**src/rtl/cartoon_pkg.sv**
```systemverilog
// Shared types and defaults for the cartoon read buffer.
package cartoon_pkg;
  localparam int PIXEL_W_DEF    = 24;
  localparam int BANK_DEPTH_DEF = 6;
  localparam int CNT_W          = 20;

  typedef enum logic [1:0] {
    IDLE,
    FETCH,
    DRAIN,
    DONE
  } read_state_t;
endpackage

```
**src/rtl/read_buffer_if.sv**
```systemverilog
// Avalon-MM read master bus bundle used by read_buffer.
interface read_buffer_if #(
  parameter int ADDR_W = 32
);
  logic [ADDR_W-1:0] master_address;
  logic              master_read;
  logic              master_waitrequest;
  logic [31:0]       master_readdata;
  logic              master_readdatavalid;

  modport master (
    output master_address, master_read,
    input  master_waitrequest, master_readdata, master_readdatavalid
  );

  modport slave (
    input  master_address, master_read,
    output master_waitrequest, master_readdata, master_readdatavalid
  );
endinterface

```
**src/rtl/flex_counter.sv**
```systemverilog
// Up-counter with synchronous clear and count enable.
module flex_counter #(
  parameter int WIDTH = 20
) (
  input  logic             clk,
  input  logic             rst,
  input  logic             clear,
  input  logic             en,
  output logic [WIDTH-1:0] count
);
  always_ff @(posedge clk or posedge rst) begin
    if (rst)        count <= '0;
    else if (clear) count <= '0;
    else if (en)    count <= count + WIDTH'(1);
  end
endmodule

```
**src/rtl/read_buffer.sv**
```systemverilog
// Ping-pong bank frame reader: Avalon-MM reads in, pixel stream out.
// Define READ_BUFFER_STATS_EN to add the stall_count statistics output.
module read_buffer
  import cartoon_pkg::*;
#(
  parameter int PIXEL_W    = PIXEL_W_DEF,
  parameter int BANK_DEPTH = BANK_DEPTH_DEF,
  parameter int ADDR_W     = 32
) (
  input  logic               clk,
  input  logic               rst,
  input  logic               start,
  input  logic [ADDR_W-1:0]  base_address,
  input  logic [CNT_W-1:0]   total_pixels,
  read_buffer_if.master      bus,
  output logic [PIXEL_W-1:0] pixel_data,
  output logic               pixel_valid,
  input  logic               pixel_ready,
  output logic               done_read
`ifdef READ_BUFFER_STATS_EN
  ,
  output logic [15:0]        stall_count
`endif
);
  localparam int FILL_W = $clog2(BANK_DEPTH + 1);
  localparam int IDX_W  = (BANK_DEPTH > 1) ? $clog2(BANK_DEPTH) : 1;
  localparam int SUM_W  = CNT_W + 1;

  read_state_t       state, state_next;
  logic [ADDR_W-1:0] addr;
  logic [CNT_W-1:0]  total, req_cnt, rsp_cnt;
  logic              fill_sel;
  logic [FILL_W-1:0] fill_cnt, drain_left;
  logic [IDX_W-1:0]  drain_idx;
  logic [PIXEL_W-1:0] bank [2][BANK_DEPTH];

  logic             start_go, busy, issue, accept, rsp_fire, xfer;
  logic             fill_ready, drain_empty, swap, last_xfer;
  logic [SUM_W-1:0] in_flight;
  logic             unused_readdata;

  assign start_go  = (state == IDLE) && start;
  assign busy      = (state == FETCH) || (state == DRAIN);
  // Outstanding requests plus filled entries never exceed one bank.
  assign in_flight = SUM_W'(req_cnt - rsp_cnt) + SUM_W'(fill_cnt);
  assign issue     = (state == FETCH) && (req_cnt != total) &&
                     (in_flight < SUM_W'(BANK_DEPTH));
  assign accept    = issue && !bus.master_waitrequest;
  assign rsp_fire  = (state == FETCH) && bus.master_readdatavalid;

  assign pixel_valid = busy && (drain_left != '0);
  assign xfer        = pixel_valid && pixel_ready;
  assign pixel_data  = pixel_valid ? bank[~fill_sel][drain_idx] : '0;

  assign fill_ready  = (fill_cnt == FILL_W'(BANK_DEPTH)) ||
                       ((rsp_cnt == total) && (fill_cnt != '0));
  assign drain_empty = (drain_left == '0) ||
                       ((drain_left == FILL_W'(1)) && xfer);
  assign swap        = busy && fill_ready && drain_empty;
  assign last_xfer   = (state == DRAIN) && xfer &&
                       (drain_left == FILL_W'(1)) && (fill_cnt == '0);

  assign bus.master_read    = issue;
  assign bus.master_address = addr;
  assign done_read          = (state == DONE);
  assign unused_readdata    = ^bus.master_readdata;

  flex_counter #(.WIDTH(CNT_W)) u_req_cnt (
    .clk(clk), .rst(rst), .clear(start_go), .en(accept), .count(req_cnt)
  );

  flex_counter #(.WIDTH(CNT_W)) u_rsp_cnt (
    .clk(clk), .rst(rst), .clear(start_go), .en(rsp_fire), .count(rsp_cnt)
  );

  always_ff @(posedge clk or posedge rst) begin
    if (rst) state <= IDLE;
    else     state <= state_next;
  end

  always_comb begin
    state_next = state;
    unique case (state)
      IDLE:    if (start) state_next = (total_pixels == '0) ? DONE : FETCH;
      FETCH:   if ((req_cnt == total) && (rsp_cnt == total)) state_next = DRAIN;
      DRAIN:   if (last_xfer) state_next = DONE;
      DONE:    state_next = IDLE;
      default: state_next = IDLE;
    endcase
  end

  // Bank bookkeeping; a swap retires the drain bank in the same cycle as its last transfer.
  always_ff @(posedge clk or posedge rst) begin
    if (rst) begin
      addr       <= '0;
      total      <= '0;
      fill_sel   <= 1'b0;
      fill_cnt   <= '0;
      drain_left <= '0;
      drain_idx  <= '0;
    end else if (start_go) begin
      addr       <= base_address;
      total      <= total_pixels;
      fill_sel   <= 1'b0;
      fill_cnt   <= '0;
      drain_left <= '0;
      drain_idx  <= '0;
    end else begin
      if (accept) addr <= addr + ADDR_W'(4);
      if (swap) begin
        fill_sel   <= ~fill_sel;
        drain_left <= fill_cnt;
        drain_idx  <= '0;
        fill_cnt   <= rsp_fire ? FILL_W'(1) : '0;
      end else begin
        if (rsp_fire) fill_cnt <= fill_cnt + FILL_W'(1);
        if (xfer) begin
          drain_left <= drain_left - FILL_W'(1);
          drain_idx  <= drain_idx + IDX_W'(1);
        end
      end
    end
  end

  always_ff @(posedge clk) begin
    if (rsp_fire) begin
      if (swap) bank[~fill_sel][0] <= bus.master_readdata[PIXEL_W-1:0];
      else      bank[fill_sel][fill_cnt[IDX_W-1:0]] <= bus.master_readdata[PIXEL_W-1:0];
    end
  end

`ifdef READ_BUFFER_STATS_EN
  function automatic logic [15:0] sat_inc(input logic [15:0] v);
    return (v == 16'hFFFF) ? v : v + 16'd1;
  endfunction

  always_ff @(posedge clk or posedge rst) begin
    if (rst)                                           stall_count <= '0;
    else if (start_go)                                 stall_count <= '0;
    else if (bus.master_read && bus.master_waitrequest) stall_count <= sat_inc(stall_count);
  end
`endif
endmodule
```
**src/flat_wrapper.sv**
```systemverilog
// flat-port wrapper written by rule: the top's interface ports become plain ports
module read_buffer_flat import cartoon_pkg::*;
#(
  parameter int PIXEL_W    = PIXEL_W_DEF,
  parameter int BANK_DEPTH = BANK_DEPTH_DEF,
  parameter int ADDR_W     = 32
)
  (clk, rst, start, base_address, total_pixels, pixel_data, pixel_valid, pixel_ready, done_read, bus_master_address, bus_master_read, bus_master_waitrequest, bus_master_readdata, bus_master_readdatavalid);
  read_buffer_if #(.ADDR_W(ADDR_W)) bus_i ();
  input  logic clk;
  input  logic rst;
  input  logic start;
  input  logic [ADDR_W-1:0] base_address;
  input  logic [CNT_W-1:0] total_pixels;
  output logic [PIXEL_W-1:0] pixel_data;
  output logic pixel_valid;
  input  logic pixel_ready;
  output logic done_read;
  output wire logic [$bits(bus_i.master_address)-1:0] bus_master_address;
  output wire logic [$bits(bus_i.master_read)-1:0] bus_master_read;
  input wire logic [$bits(bus_i.master_waitrequest)-1:0] bus_master_waitrequest;
  input wire logic [$bits(bus_i.master_readdata)-1:0] bus_master_readdata;
  input wire logic [$bits(bus_i.master_readdatavalid)-1:0] bus_master_readdatavalid;
  assign bus_master_address = bus_i.master_address;
  assign bus_master_read = bus_i.master_read;
  assign bus_i.master_waitrequest = bus_master_waitrequest;
  assign bus_i.master_readdata = bus_master_readdata;
  assign bus_i.master_readdatavalid = bus_master_readdatavalid;
  read_buffer #(.PIXEL_W(PIXEL_W), .BANK_DEPTH(BANK_DEPTH), .ADDR_W(ADDR_W)) u_core (.clk(clk), .rst(rst), .start(start), .base_address(base_address), .total_pixels(total_pixels), .bus(bus_i), .pixel_data(pixel_data), .pixel_valid(pixel_valid), .pixel_ready(pixel_ready), .done_read(done_read));
endmodule
```
**config.mk**
```make
export PLATFORM = sky130hd
export DESIGN_NAME = read_buffer_flat
export DESIGN_NICKNAME = d
export VERILOG_FILES = /design/src/rtl/cartoon_pkg.sv /design/src/rtl/read_buffer_if.sv /design/src/rtl/flex_counter.sv /design/src/rtl/read_buffer.sv /design/src/flat_wrapper.sv
export SDC_FILE = /design/constraint.sdc
export NUM_CORES = 1
export LEC_CHECK = 0
export BUFFER_PORTS_ARGS = -buffer_cell sky130_fd_sc_hd__buf_4
export CORE_MARGIN = 2
export CORE_UTILIZATION = 55
export DETAILED_ROUTE_END_ITERATION = 7
export GPL_TIMING_DRIVEN = 0
export PLACE_DENSITY = 0.86
export SETUP_SLACK_MARGIN = 0.3
export SLEW_MARGIN = 15
export SYNTH_ARGS = -nofsm -noshare
export SYNTH_HDL_FRONTEND = slang
export SYNTH_HIERARCHICAL = 1
export SYNTH_SLANG_ARGS = --single-unit
```
**constraint.sdc**
```tcl
create_clock -name clk -period 6.55 [get_ports clk]
set_input_delay 0.3275 -clock clk [delete_from_list [all_inputs] [get_ports clk]]
set_output_delay 0.3275 -clock clk [all_outputs]
set_load 0.02 [all_outputs]
```
==> metrics.cfg <==
[route]
drtAntennaViolNets=0
vias_per_cell=6.45
drt-total-wl_mm=53.5
drc_errors=0
vias=13900
drt_iter0_markers=1523
dr.pass1.iters=5
wire_per_inst_um=24.8

[yosys]
synth_edf_count=288
synthesis.area_mm2=0.0188
synth_compound_area_share_pct=7.73
ys_types=70
synth_top_family_by_area=simple AND/OR/NAND/NOR gates
synthCells=1444
ys.flop_type=edfxtp_1
yosys-mux-area-fraction_pct=10.3
yosys.area_share.adder_pct=3.79
syn_avg_cell_area_um2=13.0
synth-simple-area-share_pct=12.2
synth_seq_cells=392
ys_seq_area_share_pct=59.9
async_flop_share_pct=26.5
yosys_warnings=6
synth_nets=1589
synth_xor_xnor_area_share_pct=3.31

[worst_setup_path]
startpoint=u_core/fill_cnt[1]
path_cells=inv_1 > fa_1 > fa_1 > xor2_1 > o32ai_1 > or3_1 > a2111oi_2 > nand4_1 > nor4_2 > nand4bb_1 > clkbuf_2 > inv_1 > buf_2 > o2111ai_4 > or4_1 > buf_2 > or3_1 > a21oi_1
critPathSlowestCell=or4_1
rrSetupSlack_ns=0.53
r2r_end=u_core/u_req_cnt/count[16]
critical_path.reg2reg.startpoint=u_core/fill_cnt[1]
cp_max_fo=10
rr_worst_depth=18
worstSetupPathType=reg -> reg
worstPathArrival_ns=6.48
critPathMaxStageDelay_ns=0.57
critical_path.startpoint_type=flip-flop
critPathCaptureType=flip-flop
cp_data_required_time_ns=7.01

[placed_design]
gp_congestion=0.926
portBuffers=140
placed_area_mm2=0.0208
hpwl_mm=35.7
dp.cells=2058

[run]
drv_cap=0

[power_and_ir_drop]
total_power_w=0.00875
p_leak_nw=8.33
pwr_density_cell_mw_per_mm2=392
ir_drop_v=0.000357

[sta]
relSlewSlack_pct=14.4
hold_violations=0
fmax_ghz=0.166
setup_violations=0
worstMarginPinSlew_ns=1.28
rsz0062_at_grt=false
slew_violations=0
skew_ns=0.0230
fin_crit_ns=6.02
min_period_over_period_pct=91.9
holdWs_ns=0.0213

[floorplanning]
die_h_um=189
die_area_mm2=0.0356
die_w_um=189
rows=67
core_mm2=0.0335
num_io_pins=149
initial_core_util_pct=56.0

[finish]
finalNonFillerCells=2157
final_util_pct=66.6
postLayoutCellArea_mm2=0.0223
drive_gt1_share_pct=20.8
seq_area_mm2=0.0113
multiInputGateArea_mm2=0.00711
nets=1821
fill_cells=2239
syn_to_final_growth_pct=19.0

[worst_hold_path]
min_path_cells=3
min_from=base_address[12]
whs_endpoint=u_core/bus.master_address[12]
hold_class=in -> reg

[clocking]
cts_buffer_depth=3
cts_tree=done
clk_latency_ns=0.56
root_buffer=clkbuf_16
cts_num_sinks=392
cts-buffers-inserted=40
clk_pin_slew_ns=0.06
h-tree-depth=2

[global_routing]
gr-usage-all-layers_pct=30.1
antenna_found_initial=1
grt_max_degree=57
grt_overflow=0
grt_pass1_wl_mm=81.2
grt_pass1_vias=13900

[run_status]
status=complete, no violations

==> per-stage QoR <==
step                      setup slack, ns  TNS (ns)
final                               0.532         0
after global routing                0.361         0
after CTS                           0.458         0
after detailed placement            0.302         0
after global placement             -0.492    -22.76
after floorplan                      1.63         0
==> metal layers <==
metal,vias to the layer above,track usage (%),part of all wire [%]
met1,6933,38.8,37
li1,5930,-,-
met5,-,0,0
met3,186,4.94,8.7
met4,0,15.5,4.7
met2,853,49.4,49
==> worst max-delay path, delay by kind of cell (launching register included) <==
family                   cells  cell delay (ns)
flip-flops                   1             0.52
AO/OA/AOI/OAI                4             0.96
AND/OR/NAND/NOR              6             2.18
adder cells (fa/ha/maj)      2             0.99
XOR/XNOR                     1             0.29
buffers and inverters        5             0.98
==> cells in the mapped netlist (5+ instances only) <==
cell      number  area share (%)
ha_1          52             3.5
and2_1         6            0.20
xnor2_1       35             1.6
and3_1        10            0.33
buf_1         12            0.24
clkbuf_1      42            0.84
a211oi_1       6            0.24
buf_2          9            0.24
o21a_1         8            0.32
a21o_1         9            0.36
o21ai_0       39             1.0
dfrtp_1      104              14
nor4_1        16            0.53
mux4_2        72             8.6
nor2_1       133             2.7
and4_1         6            0.28
nand4_1       29            0.97
mux2i_1       29             1.5
a21oi_1       75             2.0
or3_1         28            0.93
nand2b_1      10            0.33
or4_1         21            0.84
xor2_1        36             1.7
nand3_1       37            0.99
o211ai_1       5            0.20
nand2_1      135             2.7
nor3_1        21            0.56
edfxtp_1     288              46
o31ai_1       12            0.48
inv_1         60             1.2
a31oi_1       24            0.80
==> logic make-up after synthesis <==
family,count (synthesis)
muxes,103
buffers and inverters,127
and+or+nand+nor,473
AOI/OAI and AO/OA,223
adders and majority gates,55
DFF,392
xor gates and xnor gates,71
==> timing repair <==
| action | CTS | global route |
|---|---|---|
| hold buffers | 19 | 0 |
| pin swaps | 0 | 1 |
| setup buffers | 0 | 5 |
| setup endpoints to repair | 5 | 10 |
| hold endpoints to repair | 89 | 0 |
| resized for setup | 1 | 5 |
==> state kept, by name, summed over array words and instances, names as in the netlist <==
name,flops
u_core/bank,288
u_core/bus.master_address,32
u_core/drain_idx,3
u_core/drain_left,3
u_core/fill_cnt,3
u_core/fill_sel,1
u_core/state,2
u_core/total,20
u_core/u_req_cnt/count,20
u_core/u_rsp_cnt/count,20
==> cell usage in the layout (no fill, tap or decap), types with 6 or more instances in the layout <==
master and instances:
nand3_1 37, or4_1 21, a31oi_1 24, mux4_2 72, a211oi_1 6, clkinv_1 10, dfrtp_1 103, and3_1 10
buf_16 8, nor4_1 13, xor2_1 36, o21ai_0 39, a21oi_1 74, dlygate4sd3_1 19, inv_1 58, nor2_1 127
nand2_1 135, nand4_1 29, clkinv_2 12, o21a_1 8, nand2b_1 10, a21o_1 9, nor2_4 6, mux2i_1 29
nor3_1 18, clkbuf_16 40, edfxtp_1 288, buf_2 13, buf_4 157, xnor2_1 35, clkbuf_1 45, o31ai_1 12
ha_1 52, and2_1 6, buf_1 12, or3_1 28, and4_1 6
==> how the worst max path moves through the flow <==
stage | endpoint | slack, ns | cells past startpoint
detailed placement | u_core/u_req_cnt/count[16] | 0.30 | 20
floorplan | u_core/u_req_cnt/count[14] | 1.63 | 20
global placement | u_core/bank[0][74] | -0.49 | 9
finish | u_core/u_req_cnt/count[16] | 0.53 | 18
global route | u_core/u_req_cnt/count[14] | 0.36 | 20
CTS | u_core/u_req_cnt/count[16] | 0.46 | 19
==> power by group <==
group          switching, W  total, W  internal, W
Sequential         0.000256   0.00318      0.00293
Combinational       0.00205   0.00337      0.00131
Clock              0.000983   0.00220      0.00122
Total               0.00329   0.00875      0.00546
==> layout make-up <==
class	count	share of cell area, %
Antenna cell	1	0.0112
Sequential cell	392	50.4
Clock inverter	29	1.11
Timing Repair Buffer	190	7.30
Buffer	66	1.24
Tap cell	448	2.51
Multi-Input combinational cell	925	31.8
Clock buffer	45	4.57
Inverter	61	1.05
(Power assumes the default switching activity.)
